<file path="config.mk">
export PLATFORM = sky130hd
export DESIGN_NAME = top
export DESIGN_NICKNAME = d
export VERILOG_FILES = /design/src/rtl/cache_pkg.sv /design/src/rtl/cache_if.sv /design/src/rtl/direct_mapped_tag_cache.sv /design/src/rtl/top.sv
export SDC_FILE = /design/constraint.sdc
export NUM_CORES = 1
export LEC_CHECK = 0
export ABC_AREA = 1
export CAP_MARGIN = 20
export CORE_AREA = 2 2 177 179
export DETAILED_ROUTE_END_ITERATION = 8
export DIE_AREA = 0 0 179 181
export PLACE_DENSITY = 0.83
export SLEW_MARGIN = 20
export SYNTH_ARGS = -nofsm -noshare
export SYNTH_HDL_FRONTEND = slang
export SYNTH_HIERARCHICAL = 1
export SYNTH_SLANG_ARGS = --single-unit
export TNS_END_PERCENT = 100
</file>
<file path="constraint.sdc">
create_clock -name clk -period 15.3 [get_ports clk]
set_clock_uncertainty 0.05 [all_clocks]
set_input_delay 4.59 -clock clk [delete_from_list [all_inputs] [get_ports clk]]
set_output_delay 4.59 -clock clk [all_outputs]
set_load 0.005 [all_outputs]
</file>
<file path="src/rtl/cache_pkg.sv">
// Shared widths, address-field geometry, the built-in address trace and
// counter helpers for the two-level tag-only cache model.
package cache_pkg;

  localparam int unsigned ADDR_W      = 11;
  localparam int unsigned COUNT_W     = 32;
  localparam int unsigned OFFSET_BITS = 2;
  localparam int unsigned TRACE_LEN   = 16;
  localparam int unsigned L1_LINES    = 8;
  localparam int unsigned L2_LINES    = 32;

  localparam int unsigned L1_INDEX_W = $clog2(L1_LINES);
  localparam int unsigned L1_TAG_W   = ADDR_W - OFFSET_BITS - L1_INDEX_W;
  localparam int unsigned L2_INDEX_W = $clog2(L2_LINES);
  localparam int unsigned L2_TAG_W   = ADDR_W - OFFSET_BITS - L2_INDEX_W;

  typedef logic [ADDR_W-1:0]  addr_t;
  typedef logic [COUNT_W-1:0] count_t;

  typedef enum logic [1:0] {
    ACC_L1_HIT,
    ACC_L2_HIT,
    ACC_L2_MISS
  } access_e;

  localparam addr_t TRACE [TRACE_LEN] = '{
    11'h000, 11'h004, 11'h000, 11'h020, 11'h000, 11'h003, 11'h080, 11'h000,
    11'h7FC, 11'h7FC, 11'h100, 11'h104, 11'h020, 11'h004, 11'h7FF, 11'h100
  };

  function automatic count_t sat_inc(input count_t v);
    return (v == '1) ? v : v + 1'b1;
  endfunction

endpackage

</file>
<file path="src/rtl/cache_if.sv">
// Lookup/fill port between the access controller and one tag store.
interface cache_if #(parameter int unsigned ADDR_W = 11);
  logic [ADDR_W-1:0] addr;
  logic              fill;
  logic              hit;

  modport master (output addr, output fill, input hit);
  modport slave  (input addr, input fill, output hit);
endinterface

</file>
<file path="src/rtl/direct_mapped_tag_cache.sv">
// Direct-mapped tag store: combinational hit, fill at the clock edge,
// valid bits cleared by the asynchronous active-low reset.
module direct_mapped_tag_cache #(
  parameter int unsigned LINES       = 8,
  parameter int unsigned OFFSET_BITS = 2,
  parameter int unsigned ADDR_W      = 11
) (
  input  logic    clk,
  input  logic    rst_n,
  cache_if.slave  lk
);

  localparam int unsigned INDEX_W = $clog2(LINES);
  localparam int unsigned TAG_W   = ADDR_W - OFFSET_BITS - INDEX_W;

  logic [LINES-1:0] valid;
  logic [TAG_W-1:0] tags [LINES];
  logic [INDEX_W-1:0] idx;
  logic [TAG_W-1:0]   tag;

  assign idx    = lk.addr[OFFSET_BITS +: INDEX_W];
  assign tag    = lk.addr[ADDR_W-1 -: TAG_W];
  assign lk.hit = valid[idx] && (tags[idx] == tag);

  always_ff @(posedge clk or negedge rst_n) begin
    if (!rst_n) begin
      valid <= '0;
    end else if (lk.fill) begin
      valid[idx] <= 1'b1;
    end
  end

  // Tag contents are don't-care while the matching valid bit is clear.
  always_ff @(posedge clk) begin
    if (lk.fill) begin
      tags[idx] <= tag;
    end
  end

endmodule

</file>
<file path="src/rtl/top.sv">
// Two-level cache hit/miss model: replays the built-in trace one address
// per cycle through L1 and L2 tag stores and keeps saturating counters.
module top
  import cache_pkg::*;
#(
  parameter int unsigned TRACE_LEN   = cache_pkg::TRACE_LEN,
  parameter int unsigned L1_LINES    = cache_pkg::L1_LINES,
  parameter int unsigned L2_LINES    = cache_pkg::L2_LINES,
  parameter int unsigned OFFSET_BITS = cache_pkg::OFFSET_BITS
) (
  input  logic               clk,
  input  logic               rst_n,
  output logic [ADDR_W-1:0]  address,
  output logic               hit_l1,
  output logic               hit_l2,
  output logic [COUNT_W-1:0] performance_counter_l1_hit,
  output logic [COUNT_W-1:0] performance_counter_l1_miss,
  output logic [COUNT_W-1:0] performance_counter_l2_hit,
  output logic [COUNT_W-1:0] performance_counter_l2_miss
);

  localparam int unsigned PTR_W = $clog2(TRACE_LEN);

  logic [PTR_W-1:0] ptr;
  access_e          access;

  cache_if #(.ADDR_W(ADDR_W)) l1_bus ();
  cache_if #(.ADDR_W(ADDR_W)) l2_bus ();

  assign address = TRACE[ptr];

  always_comb begin
    access = ACC_L2_MISS;
    if (l1_bus.hit) begin
      access = ACC_L1_HIT;
    end else if (l2_bus.hit) begin
      access = ACC_L2_HIT;
    end
  end

  assign hit_l1      = (access == ACC_L1_HIT);
  assign hit_l2      = (access == ACC_L2_HIT);
  assign l1_bus.addr = address;
  assign l2_bus.addr = address;
  assign l1_bus.fill = (access != ACC_L1_HIT);
  assign l2_bus.fill = (access == ACC_L2_MISS);

  direct_mapped_tag_cache #(
    .LINES      (L1_LINES),
    .OFFSET_BITS(OFFSET_BITS),
    .ADDR_W     (ADDR_W)
  ) u_l1 (
    .clk  (clk),
    .rst_n(rst_n),
    .lk   (l1_bus.slave)
  );

  direct_mapped_tag_cache #(
    .LINES      (L2_LINES),
    .OFFSET_BITS(OFFSET_BITS),
    .ADDR_W     (ADDR_W)
  ) u_l2 (
    .clk  (clk),
    .rst_n(rst_n),
    .lk   (l2_bus.slave)
  );

  always_ff @(posedge clk or negedge rst_n) begin
    if (!rst_n) begin
      ptr                         <= '0;
      performance_counter_l1_hit  <= '0;
      performance_counter_l1_miss <= '0;
      performance_counter_l2_hit  <= '0;
      performance_counter_l2_miss <= '0;
    end else begin
      ptr <= (ptr == PTR_W'(TRACE_LEN - 1)) ? '0 : ptr + 1'b1;
      unique case (access)
        ACC_L1_HIT: begin
          performance_counter_l1_hit <= sat_inc(performance_counter_l1_hit);
        end
        ACC_L2_HIT: begin
          performance_counter_l1_miss <= sat_inc(performance_counter_l1_miss);
          performance_counter_l2_hit  <= sat_inc(performance_counter_l2_hit);
        end
        default: begin
          performance_counter_l1_miss <= sat_inc(performance_counter_l1_miss);
          performance_counter_l2_miss <= sat_inc(performance_counter_l2_miss);
        end
      endcase
    end
  end

endmodule

</file>
==> out/results.tsv, run 1 <==
metric	value	unit
boundaryPins	143	
finalCriticalPeriod	10650	ps
final_core_util	70.6	%
whs	414	ps
synth_edf_count	176	
worst_pin_slew	1040	ps
cp.required	10660	ps
synth_xor_area_share	2.28	%
endpoint_kind	output port	
synth_top_area_cell	edfxtp_1	
tns	0	ps
row_count	64	
cts_tree	done	
hpwl	30.1	mm
syn-num-nets	2358	
ys.warnings.count	6	
port_buffers	142	
cp_cell_sequence	inv_1, ha_1, inv_1, a21oi_1, o22ai_4, buf_4, buf_4, inv_1, nand2_1, nand2_1, nand2_1, nand2_1, nand2_1, nand2_1, nor2_1, nand2_1, nand2_1, nand2_1, nor2_1, nand2_1, nor2_1, nand2_1, inv_1, clkdlybuf4s50_1	
clock_path_buffers	3	
critPathArrivalTime	6010	ps
firstDrtPassIters	6	
antenna_found_initial	0	
setup_viol	0	
cts_resized	0	
crit_path_max_fanout	64	
drv_cap	0	
hold_class	flop to flop	
max_stage_delay	690	ps
gr-total-overflow	0	
power.leakage	9.32	nW
grt_max_degree	110	
synth_top_area_share	28.7	%
whs_path_depth	2	
final_nets	2491	
routed_wirelength	45.4	mm
avgSynthCellArea	7.85	um^2
crit_top_cell	nand2_1	
grt_pass1_vias	14900	
ys_async_sr_fraction	49.4	%
cts_max_level	2	
clkTransAtPathRegs	60	ps
synth.distinct_cells	37	
final_max_slew_viol_count	0	
run_status	finished, final reports clean	
clock-sinks	348	
layout-drive-gt1-share	6.86	%
syn_area	18400	um^2
synth-seq-cells	348	
rsz0062_at_grt	false	
p_per_area	92.3	nW/um^2
n_antenna_cell	0	
crit_path_start_kind	flop	
core	30300	um^2
rr_worst_depth	23	
die_area	32400	um^2
finalCritPeriodShare	69.6	%
clk_latency	540	ps
ys_seq_area_share	52.1	%
initial_core_util	60.6	%
area_delta_synth_final	16.4	%
num_vias	15900	
fmax	0.0939	GHz
die_h	181	um
via_per_inst	5.46	
place_congestion	0.959	
slowest_stage	inv_1	
grt_pass1_wl	74.0	mm
vdd_ir_drop_max	0.0966	mV
syn_inst	2346	
yosys.area_share.simple	37.5	%
synthMuxAreaShare	0	%
netlist_top_cells_area	edfxtp_1, dfrtp_1, nand2_1	
path_class	flop to output port	
drc	0	
ys.flop_type	edfxtp_1	
synth_compound_area_share	1.26	%
cts_inserted_buffers	37	
synth_top_family_by_area	simple AND/OR/NAND/NOR gates	
relSlewSlack	30.3	%
root_buffer	clkbuf_16	
synth_fa_ha_area_share	0.680	%
cts_setup_buffers	0	
first_iter_violations	1304	
ant_nets	0	
grtUsageTotal	28.2	%
hold_violations	0	
postCtsHoldBufs	0	
die_x	179	um
wire_per_inst	15.6	um
final timing paths:
kind / start / end / slack [ps]
max: ptr[0] / hit_l2 / 4650
min: u_l1/valid[6] / u_l1/valid[6] / 410
max reg2reg: ptr[0] / u_l2/tags[5][3] / 9110
min reg2reg: u_l1/valid[6] / u_l1/valid[6] / 410
max in group asynchronous: rst_n / u_l2/valid[7] / 9610
min in group asynchronous: rst_n / performance_counter_l1_miss[1] / 4140
where the power goes:
part / internal (W) / switching [W]
Combinational: 0.000000438 / 0.00000902
Clock: 0.000612 / 0.000380
Sequential: 0.000977 / 0
area by class of cell:
| cell class | instances | area (um^2) |
|---|---|---|
| Timing Repair Buffer | 150 | 1490 |
| Fill cell | 2332 | 8930 |
| Tap cell | 396 | 495 |
| Sequential cell | 348 | 9590 |
| Multi-Input combinational cell | 1742 | 7740 |
| Clock inverter | 25 | 388 |
| Inverter | 200 | 756 |
| Clock buffer | 43 | 968 |
cell families after synthesis:
kind of cell               Yosys count
AOI/OAI and AO/OA                   41
xor gates and xnor gates            48
adders and majority gates           10
buffers and inverters              256
DFF                                348
and+or+nand+nor                   1643
sequential cells by signal, summed over array words and instances (netlist names), 8 cells and up:
name,count
u_l2/valid,32
performance_counter_l2_hit,32
performance_counter_l2_miss,32
performance_counter_l1_hit,32
u_l2/tags,128
u_l1/tags,48
u_l1/valid,8
performance_counter_l1_miss,32
cells in the mapped netlist, types with 11 or more instances:
| master | count |
|---|---|
| nand2_1 | 1062 |
| nor2_2 | 11 |
| nand3_1 | 149 |
| nand2_2 | 21 |
| buf_4 | 17 |
| o21ai_0 | 21 |
| inv_1 | 192 |
| nand4_1 | 37 |
| xor2_1 | 27 |
| nand3b_1 | 17 |
| nor2_1 | 272 |
| buf_2 | 18 |
| nor3_1 | 15 |
| or2_2 | 36 |
| xnor2_1 | 21 |
| dfrtp_1 | 172 |
| edfxtp_1 | 176 |
cells in the final DEF (no fill, tap or decap), types with 17 or more instances in the layout:
cell	instances
inv_1	192
edfxtp_1	176
nand4_1	37
xnor2_1	21
nand3b_1	17
o21ai_0	20
nor2_1	272
xor2_1	27
clkdlybuf4s50_1	141
nand2_1	1062
or2_2	36
dfrtp_1	172
nand2_2	21
clkbuf_16	37
nand3_1	149
layer usage:
metal  track usage [%]  share of wire [%]  wire length (um)
met5                 0                  0                 0
met4              10.7                2.9              1310
met3              4.38                6.2              2810
met2              46.5                 49             22500
met1              37.7                 41             18800
stage by stage:
step                setup WS (ps)  area, um^2  total power, W  cells
detailed placement           5260       20000         0.00101   2836
CTS                          4670       21400         0.00199   2904
floorplan                    1730       18400        0.000996   2346
global route                 4240       21400         0.00203   2904
finish                       4650       21400         0.00198   2904
global placement             5510       20000         0.00101   2836
worst max-delay path, delay by kind of cell, from the launching register on:
kind | cells | cell delay (ps)
fa+ha+maj | 1 | 320
simple gates | 14 | 1560
compound gates | 2 | 230
buf+inv | 7 | 2870
flops | 1 | 430
Power figures use the tool's default switching activity.
==> inputs of run 2 (changes only) <==
==> constraint.sdc (replaced) <==
create_clock -name clk -period 10.15 [get_ports clk]
set_clock_uncertainty 0.05 [all_clocks]
set_input_delay 3.045 -clock clk [delete_from_list [all_inputs] [get_ports clk]]
set_output_delay 3.045 -clock clk [all_outputs]
set_load 0.005 [all_outputs]
==> run 2 against run 1 <==
Effect of this change:
- final area shrank 0.34%
- die area unchanged
- highest routed layer unchanged
- via count grew 0.50%
- clock power is 42% higher
- critical path type unchanged
==> out/results.tsv, run 2 (same netlist as run 1, synthesis figures left out) <==
metric	value	unit	change
run_status	finished, final reports clean		unchanged
worst_pin_slew	1100	ps	was 1040 ps
nFillCells	2361		was 2332
finalCriticalPeriod	8660	ps	
gr-total-overflow	0		unchanged
fmax	0.115	GHz	
critPathArrivalTime	5570	ps	was 6010 ps
final.setup.worst_slack	1490	ps	was 4650 ps
final_cell_mix	nand2_1, nor2_1, inv_1		unchanged
die_area	32400	um^2	unchanged
cts_inserted_buffers	37		unchanged
grt_max_degree	104		was 110
power.leakage	9.30	nW	was 9.32 nW
place_congestion	0.958		was 0.959
rsz0062_at_grt	false		unchanged
cts_max_level	2		unchanged
endpoint_kind	output port		unchanged
grt_pass1_wl	75.2	mm	was 74.0 mm
cts_tree	done		unchanged
die_h	181	um	unchanged
hpwl	31.3	mm	was 30.1 mm
routed_wirelength	46.4	mm	was 45.4 mm
relSlewSlack	26.6	%	was 30.3%
grtUsageTotal	28.9	%	was 28.2%
final_common_cell	nand2_1		unchanged
tns	0	ps	unchanged
root_buffer	clkbuf_16		unchanged
path_class	flop to output port		unchanged
regMostFlops	u_l2/tags		unchanged
cts_resized	0		unchanged
final_max_slew_viol_count	0		unchanged
antenna_found_initial	0		unchanged
clkTransAtPathRegs	60	ps	about the same
postCtsHoldBufs	0		unchanged
port_buffers	142		unchanged
vdd_ir_drop_max	0.140	mV	was 0.0966 mV
drc	0		unchanged
clk_latency	550	ps	was 540 ps
initial_core_util	60.6	%	unchanged
whs	417	ps	was 414 ps
setup_viol	0		unchanged
place_ws	2070	ps	was 5260 ps
layout-drive-gt1-share	6.93	%	was 6.86%
die_x	179	um	unchanged
num_vias	15900		about the same
ant_nets	0		unchanged
p_total	0.00289	W	was 0.00198 W
area_delta_synth_final	16.0	%	was 16.4%
drv_cap	0		unchanged
cts_setup_buffers	0		unchanged
crit_path_max_fanout	76		was 64
core	30300	um^2	unchanged
n_antenna_cell	0		unchanged
clock_path_buffers	3		unchanged
first_iter_violations	1594		was 1304
finalCritPeriodShare	85.3	%	
row_count	64		unchanged
stdcell_count	2906		was 2904
boundaryPins	143		unchanged
clock-sinks	348		unchanged
hold_class	flop to flop		unchanged
dp.cells	2839		was 2836
p_per_area	136	nW/um^2	was 92.3 nW/um^2
cp.required	7060	ps	was 10660 ps
grt_pass1_vias	15400		was 14900
firstDrtPassIters	8		was 6
largest_reg_flops	128		unchanged
via_per_inst	5.48		was 5.46
wire_per_inst	16.0	um	was 15.6 um
hold_violations	0		unchanged
top_regs	u_l2/tags: 128 flops, u_l1/tags: 48 flops		unchanged
crit_path_start_kind	flop		unchanged
final_nets	2494		was 2491
==> run 2: cell count changes in the layout (fill, tap and decap cells not counted), sizes merged <==
| cell | before | now |
|---|---|---|
| bufinv | 9 | 4 |
| clkbuf | 44 | 49 |
| buf | 8 | 11 |
| inv | 203 | 201 |
| clkinvlp | 3 | 4 |
==> run 2: routing by layer <==
metal	global-route usage (%)	part of all wire (%)
met1	37.5	40
met2	48.2	48
met3	4.12	7.9
met4	12.5	3.7
met5	0	0
==> run 2: path summary, 6_finish.rpt <==
kind                          startpoint                         endpoint  slack (ps)  depth (start not counted)
max                               ptr[0]                           hit_l2        1490                         18
min in group asynchronous          rst_n                    u_l2/valid[0]        2580                          1
min                        u_l1/valid[6]                    u_l1/valid[6]         420                          2
min reg2reg                u_l1/valid[6]                    u_l1/valid[6]         420                          2
max in group asynchronous          rst_n  performance_counter_l1_miss[18]        5940                          2
max reg2reg                       ptr[0]                  u_l2/tags[7][1]        4490                         16
==> run 2: report_power, final <==
| group | total [W] | internal, W | switching [W] |
|---|---|---|---|
| logic | 0.0000146 | 0.000000659 | 0.0000139 |
| clock network | 0.00141 | 0.000831 | 0.000575 |
| registers | 0.00147 | 0.00147 | 0 |
| total | 0.00289 | 0.00230 | 0.000589 |
==> run 2: per-stage QoR <==
step / utilization, % / instance area (um^2)
final: 70.3 / 21400
after global routing: 70.3 / 21400
after CTS: 70.3 / 21400
after detailed placement: 66.2 / 20100
after global placement: 66.1 / 20100
after floorplan: - / 18400
==> run 2: cell type report <==
class                   instances  area [um^2]  share of cell area, %
clock inverters                19          233                   1.09
flip-flops and latches        348         9590                   44.9
repair buffers                153         1510                   7.06
inverters                     200          756                   3.54
well taps                     396          495                   2.32
multi-input cells            1742         7730                   36.2
clock buffers                  48         1040                   4.86
==> run 2: worst max-delay path: stages (launching register included) <==
cell	delay, ps
dfrtp_1	430
inv_1	150
ha_1	180
nand2_1	120
o21ai_4	820
buf_4	680
inv_1	210
nor3_1	600
nand2_1	120
nand2_1	110
nor2_1	60
nand3_1	80
nand2_1	60
nor2_1	90
nand2_1	50
nor2_1	280
nand2_1	200
inv_1	230
clkdlybuf4s50_1	540
